`src/rtl/slave_to_master_mux.sv`:
```
// AHB read/response return mux: registers the address-phase select into a data-phase select,
// routes the owning slave's HRDATA/HREADYOUT/HRESP back to the masters, and contains the bus
// default slave. Defining AHB_MUX_TIMEOUT_EN adds a wait-state watchdog that forces an ERROR.
module slave_to_master_mux #(
   parameter int NUM_SLAVES     = 4,
   parameter int DATA_WIDTH     = 32,
   parameter int TIMEOUT_CYCLES = 16,
   localparam int SEL_W         = (NUM_SLAVES > 1) ? $clog2(NUM_SLAVES) : 1
) (
   input  logic                             Hclk,
   input  logic                             Hresetn,
   input  logic [NUM_SLAVES-1:0]            Hsel,
   input  logic [1:0]                       Htrans,
   input  logic [DATA_WIDTH*NUM_SLAVES-1:0] Hrdata_S,
   input  logic [NUM_SLAVES-1:0]            Hreadyout_S,
   input  logic [NUM_SLAVES-1:0]            Hresp_S,
   output logic [DATA_WIDTH-1:0]            Hrdata,
   output logic                             Hready,
   output logic                             Hresp,
   output logic [SEL_W-1:0]                 Hslave_dp,
   output logic                             Hdefault_dp
);

   typedef enum logic [1:0] {
      ST_IDLE = 2'b00,
      ST_ERR1 = 2'b01,
      ST_ERR2 = 2'b10
   } dflt_state_e;

   dflt_state_e           state_r;
   dflt_state_e           state_next_s;
   logic                  active_dp_r;
   logic                  default_dp_r;
   logic [SEL_W-1:0]      sel_dp_r;
   logic                  addr_active_s;
   logic                  addr_unmapped_s;
   logic                  err_capture_s;
   logic [SEL_W-1:0]      addr_idx_s;
   logic                  timeout_s;
   logic [DATA_WIDTH-1:0] slave_rdata_s;
   logic                  slave_ready_s;
   logic                  slave_resp_s;

   // Lowest set bit wins when the decoder asserts more than one select.
   function automatic logic [SEL_W-1:0] lowest_index(input logic [NUM_SLAVES-1:0] sel);
      logic [SEL_W-1:0] idx;
      idx = {SEL_W{1'b0}};
      for (int i = NUM_SLAVES - 1; i >= 0; i--) begin
         idx = sel[i] ? i[SEL_W-1:0] : idx;
      end
      return idx;
   endfunction

   if (TIMEOUT_CYCLES < 2) begin : g_bad_timeout
      $error("slave_to_master_mux: TIMEOUT_CYCLES must be at least 2");
   end

   assign addr_active_s   = (Htrans == 2'b10) || (Htrans == 2'b11);
   assign addr_unmapped_s = (Hsel == {NUM_SLAVES{1'b0}});
   assign err_capture_s   = addr_active_s && addr_unmapped_s;
   assign addr_idx_s      = lowest_index(Hsel);
   assign Hslave_dp       = sel_dp_r;
   assign Hdefault_dp     = default_dp_r;

   // Address-to-data phase capture; a stalled bus (Hready=0) holds the data phase.
   always_ff @(posedge Hclk or negedge Hresetn) begin
      if (!Hresetn) begin
         active_dp_r  <= 1'b0;
         sel_dp_r     <= {SEL_W{1'b0}};
         default_dp_r <= 1'b0;
      end else if (Hready) begin
         active_dp_r  <= addr_active_s;
         sel_dp_r     <= addr_idx_s;
         default_dp_r <= err_capture_s;
      end else begin
         active_dp_r  <= active_dp_r;
         sel_dp_r     <= sel_dp_r;
         default_dp_r <= default_dp_r;
      end
   end

   // Response fields of the slave owning the current data phase.
   always_comb begin
      slave_rdata_s = {DATA_WIDTH{1'b0}};
      slave_ready_s = 1'b1;
      slave_resp_s  = 1'b0;
      for (int i = 0; i < NUM_SLAVES; i++) begin
         slave_rdata_s = (sel_dp_r == i[SEL_W-1:0]) ? Hrdata_S[i*DATA_WIDTH +: DATA_WIDTH] : slave_rdata_s;
         slave_ready_s = (sel_dp_r == i[SEL_W-1:0]) ? Hreadyout_S[i] : slave_ready_s;
         slave_resp_s  = (sel_dp_r == i[SEL_W-1:0]) ? Hresp_S[i] : slave_resp_s;
      end
   end

`ifdef AHB_MUX_TIMEOUT_EN
   localparam int               CNT_W     = $clog2(TIMEOUT_CYCLES + 1);
   localparam logic [CNT_W-1:0] WAIT_LAST = CNT_W'(TIMEOUT_CYCLES - 1);

   logic [CNT_W-1:0] wait_cnt_r;

   // The cycle the counter sits at its limit is itself the first ERROR cycle.
   assign timeout_s = active_dp_r && !default_dp_r && (state_r == ST_IDLE) && (wait_cnt_r == WAIT_LAST);

   // Counts wait states of a mapped data phase; any completed or forced cycle restarts it.
   always_ff @(posedge Hclk or negedge Hresetn) begin
      if (!Hresetn) begin
         wait_cnt_r <= {CNT_W{1'b0}};
      end else if (Hready || timeout_s) begin
         wait_cnt_r <= {CNT_W{1'b0}};
      end else if (active_dp_r && !default_dp_r) begin
         wait_cnt_r <= wait_cnt_r + {{(CNT_W-1){1'b0}}, 1'b1};
      end else begin
         wait_cnt_r <= wait_cnt_r;
      end
   end
`else
   assign timeout_s = 1'b0;
`endif

   // Error-response state register.
   always_ff @(posedge Hclk or negedge Hresetn) begin
      if (!Hresetn) begin
         state_r <= ST_IDLE;
      end else begin
         state_r <= state_next_s;
      end
   end

   // Error-response sequencing: a forced timeout enters at the second cycle since its first
   // cycle is produced directly from the counter.
   always_comb begin
      state_next_s = state_r;
      case (state_r)
         ST_IDLE: begin
            if (timeout_s) begin
               state_next_s = ST_ERR2;
            end else if (Hready && err_capture_s) begin
               state_next_s = ST_ERR1;
            end else begin
               state_next_s = ST_IDLE;
            end
         end
         ST_ERR1: state_next_s = ST_ERR2;
         ST_ERR2: begin
            if (err_capture_s) begin
               state_next_s = ST_ERR1;
            end else begin
               state_next_s = ST_IDLE;
            end
         end
         default: state_next_s = ST_IDLE;
      endcase
   end

   // Bus response select, combinational from registered data-phase state.
   always_comb begin
      Hready = 1'b1;
      Hresp  = 1'b0;
      Hrdata = {DATA_WIDTH{1'b0}};
      case (state_r)
         ST_ERR1: begin
            Hready = 1'b0;
            Hresp  = 1'b1;
         end
         ST_ERR2: begin
            Hready = 1'b1;
            Hresp  = 1'b1;
         end
         default: begin
            if (timeout_s) begin
               Hready = 1'b0;
               Hresp  = 1'b1;
            end else if (active_dp_r && !default_dp_r) begin
               Hready = slave_ready_s;
               Hresp  = slave_resp_s;
               Hrdata = slave_rdata_s;
            end else begin
               Hready = 1'b1;
               Hresp  = 1'b0;
            end
         end
      endcase
   end

endmodule

```
`config.mk`:
```
export PLATFORM = sky130hd
export DESIGN_NAME = slave_to_master_mux
export DESIGN_NICKNAME = d
export VERILOG_FILES = /design/src/rtl/slave_to_master_mux.sv
export SDC_FILE = /design/constraint.sdc
export NUM_CORES = 1
export LEC_CHECK = 0
export ABC_AREA = 1
export BUFFER_PORTS_ARGS = -buffer_cell sky130_fd_sc_hd__buf_2
export CAP_MARGIN = 20
export CORE_ASPECT_RATIO = 1.4
export CORE_MARGIN = 10
export CORE_UTILIZATION = 30
export DETAILED_ROUTE_END_ITERATION = 7
export GPL_ROUTABILITY_DRIVEN = 0
export PLACE_DENSITY = 0.79
export SKIP_LAST_GASP = 1
export SLEW_MARGIN = 20
export SYNTH_ARGS = -nofsm -noshare
export SYNTH_HDL_FRONTEND = slang
export SYNTH_SLANG_ARGS = --single-unit
export TNS_END_PERCENT = 50
```
`constraint.sdc`:
```
create_clock -name Hclk -period 1.5 [get_ports Hclk]
set_input_delay 0.15 -clock Hclk [delete_from_list [all_inputs] [get_ports Hclk]]
set_output_delay 0.15 -clock Hclk [all_outputs]
set_load 0.1 [all_outputs]
```
After elaboration in Yosys (flattened, before gate mapping) --
Cells that the tools add are included. W data, S select, Z words.
Storage, ports and cells: register bits after elaboration 6, latch bits 0, memory bits (writable) 0, memory bits (read-only) 0, input bits 144, output and inout bits 37, word-level logic and storage cells 45, memories kept 0
Cells by class: add/sub/neg operators 0, multipliers 0, div/mod/pow operators 0, order comparisons 0, eq/ne operators 7, shift operators 0, multiplexer cells 25, bitwise operators 0, reductions and logical operators 9
Operators by type and width (number):
- $mux W32 | 6
- $mux W1 | 13
- $eq A2 B2 Y1 const B | 5
- $mux W2 | 4
- $pmux W2 S3 | 1
- $eq A2 B1 Y1 const B | 2
- $logic_not A2 Y1 | 2
- $logic_not A4 Y1 | 1
- $logic_and A1 B1 Y1 | 3
- $pmux W1 S2 | 1
- $reduce_or A2 Y1 | 1
- $logic_not A1 Y1 | 1
- $logic_or A1 B1 Y1 | 1

Longest topological paths before layout --
depth in word-level cells 10, gate-level depth with buffers 10, mapped depth without buffers 10

Worst setup path after synthesis --
No wires, ideal clock.
path type register -> output, from register sel_dp_r[0], in the netlist Hslave_dp[0], to output port Hrdata[17], data arrival time 3.108 ns, data required time 1.350 ns, path slack -1.758 ns, cell stages (with the launch flop) 6, buffers on the path 1, cells stage by stage dfrtp_1 inv_2 nand2_1 buf_2 o221ai_1 a21oi_1
Between the ends: longest elaborated chain between the ends 7, elaborated cells between the ends (all ways) 10, those cells by class eq/ne (3); mux (6); reduce/logical (1)
RTL lines:
- start, declared | line 34 | logic [SEL_W-1:0] sel_dp_r;
- start signal, assigned | line 69 | sel_dp_r <= {SEL_W{1'b0}};
- start signal, assigned | line 73 | sel_dp_r <= addr_idx_s;
- start signal, assigned | line 77 | sel_dp_r <= sel_dp_r;
- $logic_not A2 Y1 | line 88 | slave_rdata_s = (sel_dp_r == i[SEL_W-1:0]) ? Hrdata_S[i*DATA_WIDTH +: DATA_WIDTH] : slave_rdata_s;
- $mux W32 (3 in a row) | line 88
- $mux W32 (*) | line 88
- $mux W32 (*) | line 172 | end else if (active_dp_r && !default_dp_r) begin
- $mux W32 (*) | line 159 | case (state_r)
- end, declared | line 17 | output logic [DATA_WIDTH-1:0] Hrdata,
Every way passes the cells marked *; elsewhere a longest branch is shown, timed or not.

Worst setup path after layout --
from register sel_dp_r[0], in the netlist Hslave_dp[0], to output port Hrdata[16]
The elaborated chain is that of the path after synthesis.

==> results.md <==
* Netlist cell types at 23
* Max transition margin at 0.675
* Fin crit share at 1.40
* Reg-to-reg endpoint: Hslave_dp[1]$_DFFE_PN0P_
* Status: finished, violations left
* Most common cell on crit path: buf_12
* TritonCTS Sinks at 6
* Area contributors post-synth: nand3_1 14%, nand2_1 11%, dfrtp_1 10%
* Synthesized instance count at roughly 250
* Routed vias/inst at 5.73
* Drt total wl at around 13000 um
* CP Class: flop to output pin
* Pre-antenna DRT Iters at 5
* Core ar. at 4570 um2
* Clk slew on worst S/H paths at approximately 0.040 ns
* Post-Synth Simple-Gate Area at 0.352
* Area growth, synth to finish at 186%
* R2r setup slk at -0.41 ns
* CP peak stage delay at ~0.50 ns
* Average wire per standard cell at 24.0 um
* IO buf count at ~180
* Post-DP HPWL at approximately 8100 um
* Mux contribution to synthesized area at 0
* Reg-to-Reg Start: state_r[0]$_DFF_PN0_
* Max_cap viols at 0
* Min Clock Period, post-route at between 2 and 2.5 ns
* VDD IR max at approximately 2.2 mV
* Slew Limit Fails at 0
* Number of global-route vias before repair at approximately 3000
* Skew final at ~0.0056 ns
* Avg Cell Area, Syn at roughly 5.7 um2
* CTS root buf: clkbuf_8
* Hold Vio Cnt, Final at 0
* Fill cells at about 210
* Hold WS at around 0.17 ns
* Violated checks: negative setup slack
* Hold_sp: Htrans[1]
* Remaining DRCs at 0
* Clock tree buffer depth at 2
* Flops & latches, synth at 6
* PnR worst setup slack at -0.594 ns
* Crit-path cells: buf_12 -> buf_8 -> o21ai_1 -> nand3_1 -> o211ai_1 -> clkinvlp_4 -> buf_12
* DP Area at 3520 um2
* CTS tree: yes
* Compound-cell area share of the yosys netlist at 0.349
* Cell area power density at between 2000 and 3000 nW/um2
* Peak fanout along the critical path at 6
* Die width at 78.5 um
* Die area at roughly 8000 um2
* Finish-stage setup viols at 39
* Total Power at roughly 10 mW
* Leading area contributor after synthesis: nand3_1
* Clk Latency, worst-skew pair at around 0.22 ns
* Initial antenna violation count at 1
* Syn Std Cell Area at around 1400 um2
* Unrepaired setup endpoints after global routing: yes
* Via count at 3078
* Initial core utilization at 0.314
* Main combinational cell family by area after synthesis: simple AND/OR/NAND/NOR gates
* Commonest cells after routing, fill and taps aside: 143 x buf_2, 40 x buf_12, 39 x buf_4
* Critical Path AT at 1.94 ns
* Post-synth top area share at 0.143
* Critical path endpoint category: output pin
* Seq/Total Area, Yosys at 0.105
* Mapped Nets at 401
* Gr ovfl total at 0
* Pin count of the biggest net entering global routing at 17
* Multi-input gate area at 1590 um2
* First-pass GRT wire length at approximately 15000 um
* Setup TNS at -17.17 ns
* Synthesized-area fraction occupied by adder cells at 0.0348
* First-iteration detailed-routing DRC count at around 300
* Leakage Power at ~1.8 nW
* Area occupied by registers at ~160 um2
* Total track usage at 0.231
* Startpoint Class: flop
* Detail Route Antenna Nets at 0
* Total CTS buffers at 3
* Rows at 29
* Hold Crit Class: input port to flop
* Die height at roughly 100 um
* Htree depth at 1
* CP required at between 1 and 1.5 ns
* Worst Tran Pin Value at ~0.49 ns
* Max Clk Rate at 478 MHz
* I/O pin count at around 180
* Slowest-stage cell, CP: dfrtp_4
* Worst-case reg-to-reg path depth at 12
* Cells on Worst Hold Path at 3
* Nets at roughly 620
* Layout cells sized above 1 at 0.728
* Number of synthesis warnings at 0
* Min-Delay Endpoint: active_dp_r$_DFFE_PN0P_
* Design area at 4110 um2
* Most common cell after layout, fill and taps aside: buf_2
* Xor/xnor share of the synthesized area at 0
-- how the worst max path moves through the flow --
stage                     slack (ns)    endpoint  cells past startpoint                      from
after floorplan                -0.41  Hrdata[25]                      8      state_r[1]$_DFF_PN0_
after global placement         -0.14  Hrdata[13]                      6  Hslave_dp[0]$_DFFE_PN0P_
after detailed placement       -0.23   Hrdata[4]                      6  Hslave_dp[0]$_DFFE_PN0P_
after CTS                      -0.39  Hrdata[13]                      8  Hslave_dp[0]$_DFFE_PN0P_
after global routing           -0.65   Hrdata[3]                      7  Hslave_dp[0]$_DFFE_PN0P_
final                          -0.59  Hrdata[16]                      7  Hslave_dp[0]$_DFFE_PN0P_
-- what timing repair did --
| action | 4_1_cts | 5_1_grt |
|---|---|---|
| hold buffers | 1 | 0 |
| cloned | 3 | 2 |
| endpoints found under the hold margin | 6 | 0 |
| setup endpoints to repair | 39 | 39 |
| gates resized for setup | 57 | 32 |
| pin swaps | 24 | 21 |
| buffers inserted | 12 | 1 |
-- cell usage after synthesis (all sizes together) --
master,n
nand2,45
nand3,41
inv,32
o21ai,27
nor2,20
o211ai,19
a21oi,16
buf,13
o221ai,12
clkbuf,6
dfrtp,6
or2,5
ha,4
o21bai,3
nand4,2
o22ai,2
-- state kept, by name, summed over array words and instances (netlist names) --
| signal | cells |
|---|---|
| Hslave_dp | 2 |
| active_dp_r | 1 |
| Hdefault_dp | 1 |
| state_r | 2 |
-- critical path, delay by kind of cell (launching register included) --
kind / cells / cell delay [ns]
flip-flops: 1 / 0.50
AO/OA/AOI/OAI: 2 / 0.40
AND/OR/NAND/NOR: 1 / 0.14
buffers and inverters: 4 / 0.67
-- cells by family (layout without fill, tap and decap cells) --
kind of cell / after synthesis / after routing
AO/OA/AOI/OAI: 79 / 79
adder cells (fa/ha/maj): 4 / 4
buffers and inverters: 51 / 272
flip-flops: 6 / 6
other: 0 / 1
AND/OR/NAND/NOR: 113 / 113
-- through the flow --
stage	instances	utilization	worst slack, ns
after floorplan	253	-	-0.408
after global placement	514	0.771	-0.143
after detailed placement	514	0.771	-0.228
after CTS	533	0.855	-0.386
after global routing	537	0.899	-0.654
final	537	0.899	-0.594
-- routing by layer --
layer | track usage | share of wire
met5 | 0 | 0
met4 | 0.0899 | 0.054
met1 | 0.225 | 0.32
met2 | 0.447 | 0.53
met3 | 0.0615 | 0.092
-- cell type report --
class / count / area share
repair buffers: 236 / 0.495
multi-input cells: 196 / 0.386
inverters: 32 / 0.0493
flip-flops and latches: 6 / 0.0393
well taps: 62 / 0.0189
clock buffers: 4 / 0.0110
diodes: 1 / 0.000609
-- where the power goes --
part	switching, mW	internal, mW	total [mW]
sequential	0.0564	0.209	0.265
combinational	6.17	3.71	9.88
clock	0.0819	0.184	0.266
Power figures use the tool's default switching activity.
